`config.mk`:
```
export PLATFORM = sky130hd
export DESIGN_NAME = spi_flash_responder_flat
export DESIGN_NICKNAME = d
export VERILOG_FILES = /design/src/rtl/spi_flash_responder_pkg.sv /design/src/rtl/spi_flash_responder_if.sv /design/src/rtl/spi_flash_responder_input_sync.sv /design/src/rtl/spi_flash_responder.sv /design/src/flat_wrapper.sv
export SDC_FILE = /design/constraint.sdc
export NUM_CORES = 1
export LEC_CHECK = 0
export BUFFER_PORTS_ARGS = -buffer_cell sky130_fd_sc_hd__buf_2
export CAP_MARGIN = 20
export CORE_MARGIN = 2
export CORE_UTILIZATION = 50
export CTS_BUF_LIST = sky130_fd_sc_hd__clkbuf_8
export DETAILED_ROUTE_END_ITERATION = 10
export PLACE_DENSITY_LB_ADDON = 0.15
export SYNTH_ARGS = -nofsm -noshare
export SYNTH_HDL_FRONTEND = slang
export SYNTH_SLANG_ARGS = --single-unit
```
`constraint.sdc`:
```
create_clock -name clk -period 3.4 [get_ports clk]
set_input_delay 1.02 -clock clk [delete_from_list [all_inputs] [get_ports clk]]
set_output_delay 1.02 -clock clk [all_outputs]
set_load 0.02 [all_outputs]
```
`src/rtl/spi_flash_responder_pkg.sv`:
```
// Shared definitions for the SPI flash responder: command codes, FSM states,
// synchroniser event bundle and the JEDEC ID byte selector.
package spi_flash_responder_pkg;

    localparam int unsigned BYTE_W     = 8;
    localparam int unsigned BIT_CNT_W  = 3;
    localparam int unsigned BYTE_CNT_W = 2;
    localparam int unsigned SPI_ADDR_W = 24;

    localparam logic [BYTE_W-1:0] CMD_READ = 8'h03;
    localparam logic [BYTE_W-1:0] CMD_RDID = 8'h9F;
    localparam logic [BYTE_W-1:0] CMD_RDSR = 8'h05;

    // FETCH/LOAD cover the two-clock memory read between the address phase and DATA
    typedef enum logic [3:0] {
        ST_IDLE   = 4'd0,
        ST_CMD    = 4'd1,
        ST_ADDR   = 4'd2,
        ST_FETCH  = 4'd3,
        ST_LOAD   = 4'd4,
        ST_DATA   = 4'd5,
        ST_ID     = 4'd6,
        ST_STAT   = 4'd7,
        ST_IGNORE = 4'd8
    } state_e;

    typedef struct packed {
        logic sclk_rise;
        logic sclk_fall;
        logic cs_fall;
        logic cs_high;
        logic mosi;
    } sync_evt_t;

    // RDID byte sequence: ID bytes MSB first, then zeros forever
    function automatic logic [BYTE_W-1:0] id_byte(input logic [SPI_ADDR_W-1:0] id,
                                                  input logic [BYTE_CNT_W-1:0] idx);
        case (idx)
            2'd0:    return id[23:16];
            2'd1:    return id[15:8];
            2'd2:    return id[7:0];
            default: return 8'h00;
        endcase
    endfunction

endpackage

```
`src/rtl/spi_flash_responder_if.sv`:
```
// Flash bus plus backing-memory port of the SPI flash responder.
interface spi_flash_responder_if #(
    parameter int unsigned MEM_ADDR_BITS = 16
) ();
    logic                     spiSclk;
    logic                     spiCs;
    logic                     spiMosi;
    logic                     spiMiso;
    logic [MEM_ADDR_BITS-1:0] memAddr;
    logic                     memRd;
    logic [7:0]               memData;
    logic                     busy;
    logic                     cmdValid;
    logic [7:0]               cmdByte;

    modport slave (
        input  spiSclk, spiCs, spiMosi, memData,
        output spiMiso, memAddr, memRd, busy, cmdValid, cmdByte
    );

    modport master (
        output spiSclk, spiCs, spiMosi, memData,
        input  spiMiso, memAddr, memRd, busy, cmdValid, cmdByte
    );
endinterface

```
`src/rtl/spi_flash_responder_input_sync.sv`:
```
// Synchronises SCLK/CS/MOSI into clk and emits registered edge/level events.
module spi_flash_responder_input_sync
    import spi_flash_responder_pkg::*;
#(
    parameter int unsigned SYNC_STAGES = 2
) (
    input  logic      clk,
    input  logic      rst,
    input  logic      sclk_i,
    input  logic      cs_i,
    input  logic      mosi_i,
    output sync_evt_t evt_o
);

    logic [SYNC_STAGES-1:0] sclk_sync_q;
    logic [SYNC_STAGES-1:0] cs_sync_q;
    logic [SYNC_STAGES-1:0] mosi_sync_q;
    sync_evt_t              evt_q;

    // Top chain stage doubles as the "previous" value for edge detection
    always_ff @(posedge clk or posedge rst) begin
        if (rst) begin
            sclk_sync_q <= '0;
            cs_sync_q   <= '1;
            mosi_sync_q <= '0;
            evt_q       <= '{sclk_rise: 1'b0, sclk_fall: 1'b0, cs_fall: 1'b0,
                             cs_high: 1'b1, mosi: 1'b0};
        end else begin
            sclk_sync_q     <= {sclk_sync_q[SYNC_STAGES-2:0], sclk_i};
            cs_sync_q       <= {cs_sync_q[SYNC_STAGES-2:0], cs_i};
            mosi_sync_q     <= {mosi_sync_q[SYNC_STAGES-2:0], mosi_i};
            evt_q.sclk_rise <= sclk_sync_q[SYNC_STAGES-2] & ~sclk_sync_q[SYNC_STAGES-1];
            evt_q.sclk_fall <= ~sclk_sync_q[SYNC_STAGES-2] & sclk_sync_q[SYNC_STAGES-1];
            evt_q.cs_fall   <= ~cs_sync_q[SYNC_STAGES-2] & cs_sync_q[SYNC_STAGES-1];
            evt_q.cs_high   <= cs_sync_q[SYNC_STAGES-2];
            evt_q.mosi      <= mosi_sync_q[SYNC_STAGES-1];
        end
    end

    assign evt_o = evt_q;

endmodule

```
`src/rtl/spi_flash_responder.sv`:
```
// SPI mode-0 target emulating a read-only NOR flash (READ/RDID/RDSR)
// on top of an on-chip byte memory with a one-cycle read latency.
module spi_flash_responder
    import spi_flash_responder_pkg::*;
#(
    parameter int unsigned           MEM_ADDR_BITS = 16,
    parameter logic [SPI_ADDR_W-1:0] JEDEC_ID      = 24'hEF4017,
    parameter int unsigned           SYNC_STAGES   = 2
) (
    input logic                  clk,
    input logic                  rst,
    spi_flash_responder_if.slave bus
);

    localparam int unsigned ADDR_SH_W = MEM_ADDR_BITS - 1;

    sync_evt_t evt;

    spi_flash_responder_input_sync #(
        .SYNC_STAGES(SYNC_STAGES)
    ) u_input_sync (
        .clk    (clk),
        .rst    (rst),
        .sclk_i (bus.spiSclk),
        .cs_i   (bus.spiCs),
        .mosi_i (bus.spiMosi),
        .evt_o  (evt)
    );

    state_e                   state_q,    state_d;
    logic [BIT_CNT_W-1:0]     bit_cnt_q,  bit_cnt_d;
    logic [BYTE_CNT_W-1:0]    byte_cnt_q, byte_cnt_d;
    logic [BYTE_W-2:0]        rx_q,       rx_d;
    logic [ADDR_SH_W-1:0]     addr_q,     addr_d;
    logic [BYTE_W-1:0]        tx_q,       tx_d;
    logic [BYTE_W-1:0]        next_q,     next_d;
    logic                     pend_q,     pend_d;
    logic                     miso_q,     miso_d;
    logic [MEM_ADDR_BITS-1:0] mem_addr_q, mem_addr_d;
    logic                     mem_rd_q,   mem_rd_d;
    logic                     busy_q,     busy_d;
    logic                     cmd_valid_q, cmd_valid_d;
    logic [BYTE_W-1:0]        cmd_byte_q, cmd_byte_d;

    logic [BYTE_W-1:0]        cmd_word;
    logic [BYTE_W-1:0]        load_byte;
    logic [BYTE_W-1:0]        out_byte;

    always_ff @(posedge clk or posedge rst) begin
        if (rst) begin
            state_q     <= ST_IDLE;
            bit_cnt_q   <= '0;
            byte_cnt_q  <= '0;
            rx_q        <= '0;
            addr_q      <= '0;
            tx_q        <= '0;
            next_q      <= '0;
            pend_q      <= 1'b0;
            miso_q      <= 1'b0;
            mem_addr_q  <= '0;
            mem_rd_q    <= 1'b0;
            busy_q      <= 1'b0;
            cmd_valid_q <= 1'b0;
            cmd_byte_q  <= '0;
        end else begin
            state_q     <= state_d;
            bit_cnt_q   <= bit_cnt_d;
            byte_cnt_q  <= byte_cnt_d;
            rx_q        <= rx_d;
            addr_q      <= addr_d;
            tx_q        <= tx_d;
            next_q      <= next_d;
            pend_q      <= pend_d;
            miso_q      <= miso_d;
            mem_addr_q  <= mem_addr_d;
            mem_rd_q    <= mem_rd_d;
            busy_q      <= busy_d;
            cmd_valid_q <= cmd_valid_d;
            cmd_byte_q  <= cmd_byte_d;
        end
    end

    // Byte that starts shifting out at the first fall of each response byte
    always_comb begin
        cmd_word = {rx_q, evt.mosi};
        case (state_q)
            ST_DATA: load_byte = next_q;
            ST_ID:   load_byte = id_byte(JEDEC_ID, byte_cnt_q);
            default: load_byte = '0;
        endcase
        out_byte = (bit_cnt_q == '0) ? load_byte : tx_q;
    end

    always_comb begin
        state_d     = state_q;
        bit_cnt_d   = bit_cnt_q;
        byte_cnt_d  = byte_cnt_q;
        rx_d        = rx_q;
        addr_d      = addr_q;
        tx_d        = tx_q;
        next_d      = pend_q ? bus.memData : next_q;
        pend_d      = mem_rd_q;
        miso_d      = miso_q;
        mem_addr_d  = mem_addr_q;
        mem_rd_d    = 1'b0;
        busy_d      = busy_q;
        cmd_valid_d = 1'b0;
        cmd_byte_d  = cmd_byte_q;

        // CS high overrides any coincident SCLK edge
        if (evt.cs_high) begin
            state_d    = ST_IDLE;
            bit_cnt_d  = '0;
            byte_cnt_d = '0;
            miso_d     = 1'b0;
            busy_d     = 1'b0;
        end else begin
            case (state_q)
                ST_IDLE: begin
                    if (evt.cs_fall) begin
                        state_d    = ST_CMD;
                        busy_d     = 1'b1;
                        bit_cnt_d  = '0;
                        byte_cnt_d = '0;
                    end
                end
                ST_CMD: begin
                    if (evt.sclk_rise) begin
                        rx_d      = {rx_q[BYTE_W-3:0], evt.mosi};
                        bit_cnt_d = bit_cnt_q + BIT_CNT_W'(1);
                        if (bit_cnt_q == BIT_CNT_W'(7)) begin
                            cmd_valid_d = 1'b1;
                            cmd_byte_d  = cmd_word;
                            byte_cnt_d  = '0;
                            case (cmd_word)
                                CMD_READ: state_d = ST_ADDR;
                                CMD_RDID: state_d = ST_ID;
                                CMD_RDSR: state_d = ST_STAT;
                                default:  state_d = ST_IGNORE;
                            endcase
                        end
                    end
                end
                ST_ADDR: begin
                    if (evt.sclk_rise) begin
                        addr_d    = {addr_q[ADDR_SH_W-2:0], evt.mosi};
                        bit_cnt_d = bit_cnt_q + BIT_CNT_W'(1);
                        if (bit_cnt_q == BIT_CNT_W'(7)) begin
                            byte_cnt_d = byte_cnt_q + BYTE_CNT_W'(1);
                            if (byte_cnt_q == BYTE_CNT_W'(2)) begin
                                mem_addr_d = {addr_q, evt.mosi};
                                state_d    = ST_FETCH;
                            end
                        end
                    end
                end
                ST_FETCH: begin
                    mem_rd_d = 1'b1;
                    state_d  = ST_LOAD;
                end
                ST_LOAD: begin
                    if (pend_q) begin
                        state_d = ST_DATA;
                    end
                end
                ST_DATA, ST_ID, ST_STAT: begin
                    if (evt.sclk_fall) begin
                        miso_d    = out_byte[BYTE_W-1];
                        tx_d      = {out_byte[BYTE_W-2:0], 1'b0};
                        bit_cnt_d = bit_cnt_q + BIT_CNT_W'(1);
                        if (bit_cnt_q == BIT_CNT_W'(7)) begin
                            if (byte_cnt_q != BYTE_CNT_W'(3)) begin
                                byte_cnt_d = byte_cnt_q + BYTE_CNT_W'(1);
                            end
                            // Prefetch the next byte while bit0 is on the wire
                            if (state_q == ST_DATA) begin
                                mem_addr_d = mem_addr_q + MEM_ADDR_BITS'(1);
                                mem_rd_d   = 1'b1;
                            end
                        end
                    end
                end
                ST_IGNORE: begin
                    miso_d = 1'b0;
                end
                default: begin
                    state_d = ST_IDLE;
                end
            endcase
        end
    end

    assign bus.spiMiso  = miso_q;
    assign bus.memAddr  = mem_addr_q;
    assign bus.memRd    = mem_rd_q;
    assign bus.busy     = busy_q;
    assign bus.cmdValid = cmd_valid_q;
    assign bus.cmdByte  = cmd_byte_q;

endmodule

```
`src/flat_wrapper.sv`:
```
// flat-port wrapper written by rule: the top's interface ports become plain ports
module spi_flash_responder_flat import spi_flash_responder_pkg::*;
#(
    parameter int unsigned           MEM_ADDR_BITS = 16,
    parameter logic [SPI_ADDR_W-1:0] JEDEC_ID      = 24'hEF4017,
    parameter int unsigned           SYNC_STAGES   = 2
)
  (clk, rst, bus_spiSclk, bus_spiCs, bus_spiMosi, bus_memData, bus_spiMiso, bus_memAddr, bus_memRd, bus_busy, bus_cmdValid, bus_cmdByte);
  spi_flash_responder_if #(.MEM_ADDR_BITS(MEM_ADDR_BITS)) bus_i ();
  input logic clk;
  input logic rst;
  input wire logic [$bits(bus_i.spiSclk)-1:0] bus_spiSclk;
  input wire logic [$bits(bus_i.spiCs)-1:0] bus_spiCs;
  input wire logic [$bits(bus_i.spiMosi)-1:0] bus_spiMosi;
  input wire logic [$bits(bus_i.memData)-1:0] bus_memData;
  output wire logic [$bits(bus_i.spiMiso)-1:0] bus_spiMiso;
  output wire logic [$bits(bus_i.memAddr)-1:0] bus_memAddr;
  output wire logic [$bits(bus_i.memRd)-1:0] bus_memRd;
  output wire logic [$bits(bus_i.busy)-1:0] bus_busy;
  output wire logic [$bits(bus_i.cmdValid)-1:0] bus_cmdValid;
  output wire logic [$bits(bus_i.cmdByte)-1:0] bus_cmdByte;
  assign bus_i.spiSclk = bus_spiSclk;
  assign bus_i.spiCs = bus_spiCs;
  assign bus_i.spiMosi = bus_spiMosi;
  assign bus_i.memData = bus_memData;
  assign bus_spiMiso = bus_i.spiMiso;
  assign bus_memAddr = bus_i.memAddr;
  assign bus_memRd = bus_i.memRd;
  assign bus_busy = bus_i.busy;
  assign bus_cmdValid = bus_i.cmdValid;
  assign bus_cmdByte = bus_i.cmdByte;
  spi_flash_responder #(.MEM_ADDR_BITS(MEM_ADDR_BITS), .JEDEC_ID(JEDEC_ID), .SYNC_STAGES(SYNC_STAGES)) u_core (.clk(clk), .rst(rst), .bus(bus_i));
endmodule
```
==> metrics.md, run 1 <==
| Metric | Value |
|---|---|
| Status | `complete, no violations` |
| Finished Cell Area | `~4600 um^2` |
| Asr flop ratio synth | `between 90% and 100%` |
| Die W | `94.21 um` |
| Gate Count Post-Synth | `a little under 400` |
| Largest net degree at the start of global routing | `40` |
| ANT cells | `0` |
| Fin crit share | `a little over two thirds` |
| Int Pwr | `0.001901 W` |
| WL per Instance | `16.33 um` |
| Gr ovfl total | `0` |
| Crit path DAT | `2580 ps` |
| Sw Pwr | `~0.0011 W` |
| Antenna-violating nets left | `0` |
| Worst Path Required | `3600 ps` |
| Layout area overhead | `11.93%` |
| Initial antenna violation count | `0` |
| Peak fanout along the critical path | `21` |
| Die ar. | `8876 um^2` |
| R2R depth | `8` |
| TritonCTS Buffers | `9` |
| CORE AREA | `7807 um^2` |
| Seq/Total Area, Yosys | `52.34%` |
| Top cell type's share of synthesized area | `between 50% and 60%` |
| Ys flop type | `dfrtp_1` |
| Area contributors post-synth | `dfrtp_1 (51%), mux2_2 (11%), o21ai_0 (4.2%)` |
| Drt drc | `0` |
| Later-pin clock latency in the skew report | `360 ps` |
| Number of max-cap violations | `0` |
| Initial Util | `52.12%` |
| Flop pwr share | `46.4%` |
| Power Density | `652.1 nW/um^2` |
| Final setup vio count | `0` |
| Routability Congestion | `0.8876` |
| CTS max path bufs | `2` |
| VDD IR max | `0.3072 mV` |
| CTS Hold Bufs | `0` |
| Max-slew headroom | `37.36%` |
| Post-route minimum period | `around 2400 ps` |
| Layout cells sized above 1 | `between 20% and 30%` |
| Clk root buf | `clkbuf_8` |
| CTS-repair resized insts | `0` |
| Post-synth top area cell | `dfrtp_1` |
| Vias per cell | `between 5 and 6` |
| # IOs | `41` |
| Number of synthesized register bits | `between 80 and 90` |
| Synth cell types | `56` |
| Clock skew | `6.239 ps` |
| Tightest Pin Transition | `around 940 ps` |
| Synthesized area | `between 4000 and 5000 um^2` |
| Comb power frac | `27.8%` |
| Die Y | `94.21 um` |
| Cell Rows | `32` |
| Clk slew on worst S/H paths | `~80 ps` |
| Drt first-iter violations | `approximately 190` |
| GRT Total Usage | `21.08%` |
| Worst R2R Setup Slack | `1010 ps` |
| RSZ-0062 raised after global routing | `false` |
| Clock network power share | `between 20 and 30%` |
| Vias in the first global route | `3009` |
| Fmax | `418.6 MHz` |
| Crit Path Class | `register to register` |
| Clock sinks | `85` |
| Hold Violations, Final | `0` |
| DR pass1 iterations | `6` |
| DR vias | `3058` |
| Switching part of the total | `35.98%` |
| Min-Delay Path Class | `register to register` |
| Post-Syn Nets | `408` |
| First-pass GRT wire length | `14490 um` |
| Routed WL | `8620 um` |
| Post-DP HPWL | `5919 um` |
| Register Area | `2130 um^2` |
| Mean Syn Cell Area | `10.57 um^2` |
| Number of synthesized flops with an enable pin | `0` |
| Pins Over Slew Limit | `0` |
| Synth warn | `0` |
| Multi-input gate area | `1822 um^2` |
| # H-tree levels | `3` |
| Leak Pwr | `2.171 nW` |
| Setup TNS Final | `0 ps` |
| Fin nets | `445` |
| Buffer count from post-CTS setup fixing | `0` |
| Number of fill cells in the layout | `683` |
| Hold Path Depth | `0` |
| TritonCTS clock tree | `done` |
| Port-buffer cells | `40` |
| Crit start category | `register` |
| DP Area | `4334 um^2` |
| Critical Path End Type | `register` |
-- worst max-delay path: stages (launching register included) --
cell and delay (ps):
dfrtp_1 380, ha_1 160, ha_1 240, a21boi_0 110
o21ai_0 270, o311a_1 700, o21ai_0 190, nand2_1 100
o21ai_0 80
-- layout by cell type (no fill, tap or decap), drive strengths merged, types with 2 or more instances in the layout --
cell,instances
a22o,2
clkbuf,9
a2bb2oi,3
nand2,44
bufinv,2
a21boi,2
nor2b,8
dfrtp,83
nand4,3
and4,2
nor3,6
dfstp,2
nand2b,5
or2,3
ha,10
nand3,15
o21ai,34
o22ai,5
and3,5
a211oi,3
a31oi,4
a22oi,2
nor3b,2
nor2,24
clkinv,3
a21oi,30
a31o,3
inv,8
or3,5
nor4,2
buf,43
mux2,38
-- cell usage after synthesis, types with 3 or more instances --
master,instances
nor2_1,21
o21ai_0,34
nand2_1,44
buf_2,10
a31oi_1,4
dfrtp_1,83
nor3_1,5
nor2_2,3
and3_1,5
a2bb2oi_1,3
mux2_2,38
nand2b_1,4
or3_1,5
inv_1,7
o22ai_1,5
a211oi_1,3
clkbuf_1,4
nand3_1,14
a21oi_1,30
nor2b_1,8
ha_1,10
-- routing by layer --
layer,track usage [%],vias to the layer above,routed length (um)
li1,-,1476,-
met1,30.12,1472,4178
met2,31.55,98,3836
met3,3.531,12,427
met4,9.541,0,177
met5,0,-,0
-- path summary, 6_finish.rpt --
| kind | startpoint | end |
|---|---|---|
| worst max register to register | u_core.bit_cnt_q[1] | u_core.bus.memAddr[9] |
| max in group asynchronous | rst | u_core.bus.memRd |
| worst min-delay path | u_core.u_input_sync.mosi_sync_q[0] | u_core.u_input_sync.mosi_sync_q[1] |
| worst max-delay path | u_core.bit_cnt_q[1] | u_core.bus.memAddr[9] |
| worst min register to register | u_core.u_input_sync.mosi_sync_q[0] | u_core.u_input_sync.mosi_sync_q[1] |
| min in group asynchronous | rst | u_core.rx_q[4] |
-- stage by stage --
stage                     setup WS, ps  hold WS, ps  power, W  cells  util [%]
final                             1011        357.2  0.002970    528     58.33
after CTS                         1036        359.6  0.002980    527     58.14
after floorplan                  189.8        331.2  0.001991    385         -
after global placement            1098        332.8  0.002194    512     55.51
after global routing             721.7        369.9  0.003160    528     58.33
after detailed placement          1044        337.8  0.002213    512     55.51
-- registers in the layout, summed over array words and instances, names as in the netlist, 3 cells and up --
signal	flops
u_core.bus.cmdByte	8
u_core.u_input_sync.evt_o	4
u_core.addr_q	15
u_core.state_q	4
u_core.next_q	8
u_core.bus.memAddr	16
u_core.bit_cnt_q	3
u_core.rx_q	7
u_core.tx_q	7
-- cells by family (layout without fill, tap and decap cells) --
group                    count (synthesis)  after routing  synth area share, %
XOR/XNOR                                 1              1               0.2153
buffers and inverters                   24             65                2.890
AND/OR/NAND/NOR                        125            125                15.25
adder cells (fa/ha/maj)                 10             10                3.075
flip-flops                              85             85                52.34
AO/OA/AOI/OAI                          102            102                15.71
multiplexers                            38             38                10.52
-- cell type report --
class / count / area share [%]
tap: 102 / 2.802
clock buffer: 9 / 2.720
inverter: 7 / 0.6044
sequential: 85 / 46.76
clock inverter: 6 / 1.786
timing repair buffer: 43 / 5.330
multi-input combinational: 276 / 40.00
-- power by group through the flow --
| stage | Combinational, W | Clock, W | Sequential, W |
|---|---|---|---|
| after floorplan | 0.000606 | 0 | 0.00139 |
| after global placement | 0.000804 | 0 | 0.00139 |
| after detailed placement | 0.000819 | 0 | 0.00139 |
| after CTS | 0.000824 | 0.000780 | 0.00138 |
| after global routing | 0.000931 | 0.000821 | 0.00141 |
| final | 0.000824 | 0.000766 | 0.00138 |
(Power assumes the default switching activity.)
==> run 2: changes to the inputs <==
==> constraint.sdc (replaced) <==
create_clock -name clk -period 2 [get_ports clk]
set_input_delay 0.6 -clock clk [delete_from_list [all_inputs] [get_ports clk]]
set_output_delay 0.6 -clock clk [all_outputs]
set_load 0.02 [all_outputs]
==> run 2 against run 1 <==
  * Hold slack worse by 18 ps
  * Clock skew increased by 7.6 ps
  * Clock power increased by 76%
  * Total power up 78%
  * Clock-buffer cell count rose by 1
  * Routed wire length shrank 1.3%
  * Die area unchanged
  * Largest cell class unchanged
  * Highest routed layer unchanged
==> metrics.md, run 2 (synthesis gave the netlist of run 1 again) <==
| Metric | Value |
|---|---|
| Initial Util | `52.12% (unchanged)` |
| Worst R2R Start | `u_core.bit_cnt_q[0] (was u_core.bit_cnt_q[1])` |
| Clock network power share | `25.6% (was 25.8%)` |
| Multi-input gate area | `1824 um^2 (was 1822 um^2)` |
| Most common cell after layout, fill and taps aside | `dfrtp_1 (unchanged)` |
| Crit path cell chain | `ha_1 -> ha_2 -> and3_1 -> o311a_1 -> buf_4 -> buf_4 -> a21oi_1 -> a21oi_1 (was ha_1 -> ha_1 -> a21boi_0 -> o21ai_0 -> o311a_1 -> o21ai_0 -> nand2_1 -> o21ai_0)` |
| Gr ovfl total | `0 (unchanged)` |
| Fmax | `517.1 MHz (was 418.6 MHz)` |
| CP peak stage delay | `400 ps (was 700 ps)` |
| Die Y | `94.21 um (unchanged)` |
| Number of max-cap violations | `0 (unchanged)` |
| First-pass GRT wire length | `14080 um (was 14490 um)` |
| Routability Congestion | `0.9150 (was 0.8876)` |
| Clock skew | `13.89 ps (was 6.239 ps)` |
| Int Pwr | `0.003429 W (was 0.001901 W)` |
| TritonCTS Buffers | `9 (unchanged)` |
| Min-Delay Path Class | `input pin to async pin (was register to register)` |
| TritonCTS clock tree | `done (unchanged)` |
| Port-buffer cells | `40 (unchanged)` |
| # H-tree levels | `3 (unchanged)` |
| Worst Path Required | `2230 ps (was 3600 ps)` |
| Die W | `94.21 um (unchanged)` |
| Layout area overhead | `17.47% (was 11.93%)` |
| Sw Pwr | `0.001872 W (was 0.001069 W)` |
| Vias per cell | `5.654 (was 5.792)` |
| Setup crit start | `u_core.bit_cnt_q[0] (was u_core.bit_cnt_q[1])` |
| Antenna-violating nets left | `0 (unchanged)` |
| Critical Path End Type | `register (unchanged)` |
| Peak fanout along the critical path | `11 (was 21)` |
| Crit path DAT | `2160 ps (was 2580 ps)` |
| Slowest CP cell | `dfrtp_1 (was o311a_1)` |
| ANT cells | `0 (unchanged)` |
| Tightest Pin Transition | `450.9 ps (was 938.1 ps)` |
| # IOs | `41 (unchanged)` |
| Initial antenna violation count | `0 (unchanged)` |
| Flop pwr share | `43.8% (was 46.4%)` |
| Cell Rows | `32 (unchanged)` |
| Fin crit share | `96.70% (was 70.26%)` |
| Final setup vio count | `0 (unchanged)` |
| Clock sinks | `85 (unchanged)` |
| Crit Path Class | `register to register (unchanged)` |
| Total chip power | `0.005301 W (was 0.002970 W)` |
| DR pass1 iterations | `5 (was 6)` |
| Register Area | `2130 um^2 (unchanged)` |
| WL per Instance | `15.34 um (was 16.33 um)` |
| Comb power frac | `30.6% (was 27.8%)` |
| Switching part of the total | `35.31% (was 35.98%)` |
| Crit start category | `register (unchanged)` |
| Largest net degree at the start of global routing | `86 (was 40)` |
| Top delay family on crit path | `compound AO/OA/AOI/OAI gates (unchanged)` |
| CORE AREA | `7807 um^2 (unchanged)` |
| Post-route minimum period | `1934 ps (was 2389 ps)` |
| Post-DP HPWL | `5865 um (was 5919 um)` |
| Routed WL | `8512 um (was 8620 um)` |
| DR vias | `3138 (was 3058)` |
| Clk root buf | `clkbuf_8 (unchanged)` |
| Worst R2R Setup Slack | `70 ps (was 1010 ps)` |
| Layout cells sized above 1 | `30.68% (was 25.82%)` |
| Fin nets | `471 (was 445)` |
| Die ar. | `8876 um^2 (unchanged)` |
| Pins Over Slew Limit | `0 (unchanged)` |
| GRT Total Usage | `20.50% (was 21.08%)` |
| Worst hold slack | `339.5 ps (was 357.2 ps)` |
| Drt first-iter violations | `230 (was 186)` |
| Later-pin clock latency in the skew report | `350 ps (was 360 ps)` |
| Setup TNS Final | `0 ps (unchanged)` |
| CTS max path bufs | `2 (unchanged)` |
| Worst R2R End | `u_core.bus.memAddr[4] (was u_core.bus.memAddr[9])` |
| Max reg flops | `16 (unchanged)` |
| Status | `complete, no violations (unchanged)` |
| CP bufs+invs | `2 (was 0)` |
| Vias in the first global route | `2975 (was 3009)` |
| R2R depth | `8 (unchanged)` |
| Drt drc | `0 (unchanged)` |
| VDD IR max | `0.5360 mV (was 0.3072 mV)` |
| Leak Pwr | `2.298 nW (was 2.171 nW)` |
| Power Density | `1109 nW/um^2 (was 652.1 nW/um^2)` |
| Commonest non-fill, non-tap cells in the layout | `dfrtp_1 (83), nand2_1 (44), buf_2 (40) (unchanged)` |
| Hold Violations, Final | `0 (unchanged)` |
| Max-slew headroom | `69.94% (was 37.36%)` |
| RSZ-0062 raised after global routing | `false (unchanged)` |
| Number of fill cells in the layout | `646 (was 683)` |
| Clk slew on worst S/H paths | `90 ps (was 80 ps)` |
## run 2: metal layers
layer | vias to the layer above | track usage [%] | wire [um]
met5 | - | 0 | 0
met4 | 0 | 8.213 | 116
met3 | 13 | 3.291 | 375
met2 | 83 | 31.37 | 3975
met1 | 1516 | 29.24 | 4044
li1 | 1526 | - | -
## run 2: how the worst max path moves through the flow
| stage | depth (start not counted) | slack, ps | to |
|---|---|---|---|
| after floorplan | 8 | 220 | u_core.bus.memAddr[13] |
| after global placement | 7 | 90 | u_core.bus.memAddr[8] |
| after detailed placement | 8 | 4 | u_core.bus.memAddr[2] |
| after CTS | 8 | 40 | u_core.bus.memAddr[4] |
| after global routing | 8 | 1 | u_core.bus.memAddr[2] |
| final | 8 | 70 | u_core.bus.memAddr[4] |
## run 2: timing repair
action,4_1_cts,5_1_grt
pin swaps,1,0
resized for setup,0,2
buffers inserted,2,2
endpoints found under the setup margin,4,16
hold buffers,0,0
hold endpoints to repair,0,0
## run 2: final cells by class
class	count	share of cell area [%]
Inverter	7	0.6283
Tap cell	102	2.670
Timing Repair Buffer	69	9.267
Sequential cell	85	44.55
Clock buffer	10	2.880
Multi-Input combinational cell	276	38.17
Clock inverter	6	1.832
## run 2: metrics by stage
| stage | setup WS [ps] | std cells | util [%] | area [um^2] |
|---|---|---|---|---|
| 2_1_floorplan | 224.7 | 385 | - | 4073 |
| 3_3_place_gp | 91.88 | 535 | 57.92 | 4522 |
| 3_5_place_dp | 4.047 | 535 | 57.92 | 4522 |
| 4_1_cts | 36.56 | 553 | 60.99 | 4762 |
| 5_1_grt | 1.175 | 555 | 61.22 | 4780 |
| 6_report | 65.97 | 555 | 61.22 | 4780 |
## run 2: tightest hold or removal path, stage by stage
cell        delay [ps]
buf_2              110
clkinvlp_4          70
buf_12             340
## run 2: power by group through the flow
stage                     logic, W  registers (W)  clock network [W]
after floorplan            0.00103        0.00236                  0
final                      0.00162        0.00232            0.00135
after CTS                  0.00160        0.00232            0.00138
after global routing       0.00179        0.00237            0.00145
after detailed placement   0.00159        0.00235                  0
after global placement     0.00157        0.00234                  0
==> run 3: changes to the inputs <==
--- a/config.mk
+++ b/config.mk
@@ -7,11 +7,13 @@
 export LEC_CHECK = 0
 export BUFFER_PORTS_ARGS = -buffer_cell sky130_fd_sc_hd__buf_2
 export CAP_MARGIN = 20
+export CORE_ASPECT_RATIO = 0.6
 export CORE_MARGIN = 2
 export CORE_UTILIZATION = 50
 export CTS_BUF_LIST = sky130_fd_sc_hd__clkbuf_8
 export DETAILED_ROUTE_END_ITERATION = 10
 export PLACE_DENSITY_LB_ADDON = 0.15
+export SLEW_MARGIN = 15
 export SYNTH_ARGS = -nofsm -noshare
 export SYNTH_HDL_FRONTEND = slang
 export SYNTH_SLANG_ARGS = --single-unit
==> run 3 against run 2 <==
  * Clock-buffer cell count shrank 1
  * Cell area grew 2.7%
  * Sequential share of layout area shrank 1.2 points
  * Largest power group unchanged
  * Register-to-register slack gained 20 ps
  * Critical endpoint is now u_core.bus.cmdByte[5]
  * Clock skew shrank 8.1 ps
  * Clock power shrank 16%
  * Core utilization grew 1.1 points
==> metrics.md, run 3 (synthesis gave the netlist of run 1 again) <==
| Metric | Value |
|---|---|
| Status | `complete, no violations (unchanged)` |
| Gr ovfl total | `0 (unchanged)` |
| DP Area | `4644 um^2 (was 4522 um^2)` |
| Die ar. | `8899 um^2 (was 8876 um^2)` |
| Worst Path Required | `2260 ps (was 2230 ps)` |
| Number of max-cap violations | `0 (unchanged)` |
| Largest net degree at the start of global routing | `47 (was 86)` |
| First-pass GRT wire length | `14880 um (was 14080 um)` |
| Tightest Pin Transition | `462.8 ps (was 450.9 ps)` |
| Commonest non-fill, non-tap cells in the layout | `dfrtp_1 (82), nand2_1 (44), buf_2 (40) (was dfrtp_1 (83), nand2_1 (44), buf_2 (40))` |
| Finished Cell Area | `4911 um^2 (was 4780 um^2)` |
| Hold Violations, Final | `0 (unchanged)` |
| Min-Delay Path Class | `input pin to async pin (unchanged)` |
| Antenna-violating nets left | `0 (unchanged)` |
| Setup crit start | `u_core.state_q[3] (was u_core.bit_cnt_q[0])` |
| Placed Instances | `553 (was 535)` |
| Worst R2R End | `u_core.bus.cmdByte[5] (was u_core.bus.memAddr[4])` |
| Leak Pwr | `2.341 nW (was 2.298 nW)` |
| Worst R2R Start | `u_core.state_q[3] (was u_core.bit_cnt_q[0])` |
| Layout area overhead | `20.69% (was 17.47%)` |
| Later-pin clock latency in the skew report | `370 ps (was 350 ps)` |
| Drt first-iter violations | `264 (was 230)` |
| Fmax | `522.9 MHz (was 517.1 MHz)` |
| Max-slew headroom | `68.74% (was 69.94%)` |
| Fin crit share | `95.62% (was 96.70%)` |
| ANT cells | `0 (unchanged)` |
| Crit start category | `register (unchanged)` |
| R2R depth | `4 (was 8)` |
| Pins Over Slew Limit | `0 (unchanged)` |
| DR vias | `3186 (was 3138)` |
| Max reg flops | `16 (unchanged)` |
| Routed WL | `9168 um (was 8512 um)` |
| Worst R2R Setup Slack | `90 ps (was 70 ps)` |
| Peak fanout along the critical path | `9 (was 11)` |
| Crit path cell chain | `or2_1 -> nor2_2 -> nand4_2 -> mux2_2 (was ha_1 -> ha_2 -> and3_1 -> o311a_1 -> buf_4 -> buf_4 -> a21oi_1 -> a21oi_1)` |
| Routability Congestion | `0.8739 (was 0.9150)` |
| CP peak stage delay | `450 ps (was 400 ps)` |
| Critical Path End Type | `register (unchanged)` |
| Non-Filler Instances | `570 (was 555)` |
| Drt drc | `0 (unchanged)` |
| Port-buffer cells | `40 (unchanged)` |
| Crit Path Class | `register to register (unchanged)` |
| Post-DP HPWL | `6634 um (was 5865 um)` |
| # IOs | `41 (unchanged)` |
| VDD IR max | `0.7992 mV (was 0.5360 mV)` |
| CTS max path bufs | `2 (unchanged)` |
| TritonCTS Buffers | `9 (unchanged)` |
| Cell Rows | `25 (was 32)` |
| Clock skew | `5.815 ps (was 13.89 ps)` |
| TritonCTS clock tree | `done (unchanged)` |
| Post-route minimum period | `1912 ps (was 1934 ps)` |
| CORE AREA | `7883 um^2 (was 7807 um^2)` |
| Die Y | `73.88 um (was 94.21 um)` |
| WL per Instance | `16.08 um (was 15.34 um)` |
| Vias in the first global route | `2902 (was 2975)` |
| Die W | `120.5 um (was 94.21 um)` |
| Final setup vio count | `0 (unchanged)` |
| RSZ-0062 raised after global routing | `false (unchanged)` |
| Layout cells sized above 1 | `33.12% (was 30.68%)` |
| Most common cell after layout, fill and taps aside | `dfrtp_1 (unchanged)` |
| # H-tree levels | `3 (unchanged)` |
| Clk slew on worst S/H paths | `90 ps (about the same)` |
| Clock sinks | `85 (unchanged)` |
| GRT Total Usage | `22.22% (was 20.50%)` |
| Fin nets | `480 (was 471)` |
| Power Density | `1061 nW/um^2 (was 1109 nW/um^2)` |
| Clk root buf | `clkbuf_8 (unchanged)` |
| Initial Util | `51.62% (was 52.12%)` |
| Vias per cell | `5.589 (was 5.654)` |
| Crit path DAT | `2170 ps (was 2160 ps)` |
| DR pass1 iterations | `5 (unchanged)` |
| Number of fill cells in the layout | `663 (was 646)` |
| Initial antenna violation count | `0 (unchanged)` |
| Slowest CP cell | `dfrtp_1 (unchanged)` |
-- run 3: report_power, final --
part	switching (W)	internal [W]	total (W)
Sequential	0.000308	0.00199	0.00229
Combinational	0.000988	0.000793	0.00178
Clock	0.000667	0.000467	0.00113
-- run 3: critical path, delay by kind of cell (launching register included) --
kind / cells / cell delay (ps)
mux: 1 / 380
flops: 1 / 450
simple gates: 3 / 980
-- run 3: final cells by class --
type	instances	area, um^2	share of cell area (%)
repair buffers	78	548.0	11.16
multi-input cells	276	1884	38.37
clock buffers	9	123.9	2.522
well taps	108	135.1	2.752
flip-flops and latches	85	2131	43.39
clock inverters	7	58.81	1.197
inverters	7	30.03	0.6115
-- run 3: layer usage --
layer / GRT usage [%] / up-vias / share of wire, %
li1: - / 1538 / -
met2: 29.94 / 87 / 40
met3: 7.220 / 8 / 6.1
met5: 0 / - / 0
met1: 34.18 / 1553 / 53
met4: 5.426 / 0 / 0.97
-- run 3: timing repair --
item                                    CTS  global route
setup buffers                             0             1
pin swaps                                 0             1
endpoints found under the setup margin   16            21
resized for setup                         4             7
hold buffers                              0             0
-- run 3: worst max path at each step --
| stage | to | slack (ps) | cells after the start |
|---|---|---|---|
| 2_1_floorplan | u_core.bus.memAddr[13] | 220 | 8 |
| 3_3_place_gp | u_core.bus.memAddr[0] | -150 | 7 |
| 3_5_place_dp | u_core.bus.memAddr[0] | -150 | 7 |
| 4_1_cts | u_core.bus.memAddr[14] | 20 | 7 |
| 5_1_grt | u_core.bus.cmdByte[5] | 9 | 4 |
| 6_report | u_core.bus.cmdByte[5] | 90 | 4 |
-- run 3: stage by stage --
stage	setup WS, ps	utilization (%)	hold slack [ps]	power [W]	setup TNS, ps
after CTS	21.16	61.56	186.8	0.005170	0
after global routing	8.842	62.30	193.9	0.005546	0
after floorplan	224.7	-	331.2	0.003386	0
after detailed placement	-154.2	58.92	341.6	0.004010	-1421
final	87.69	62.30	192.9	0.005211	0
after global placement	-146.3	58.92	334.4	0.003966	-596.2
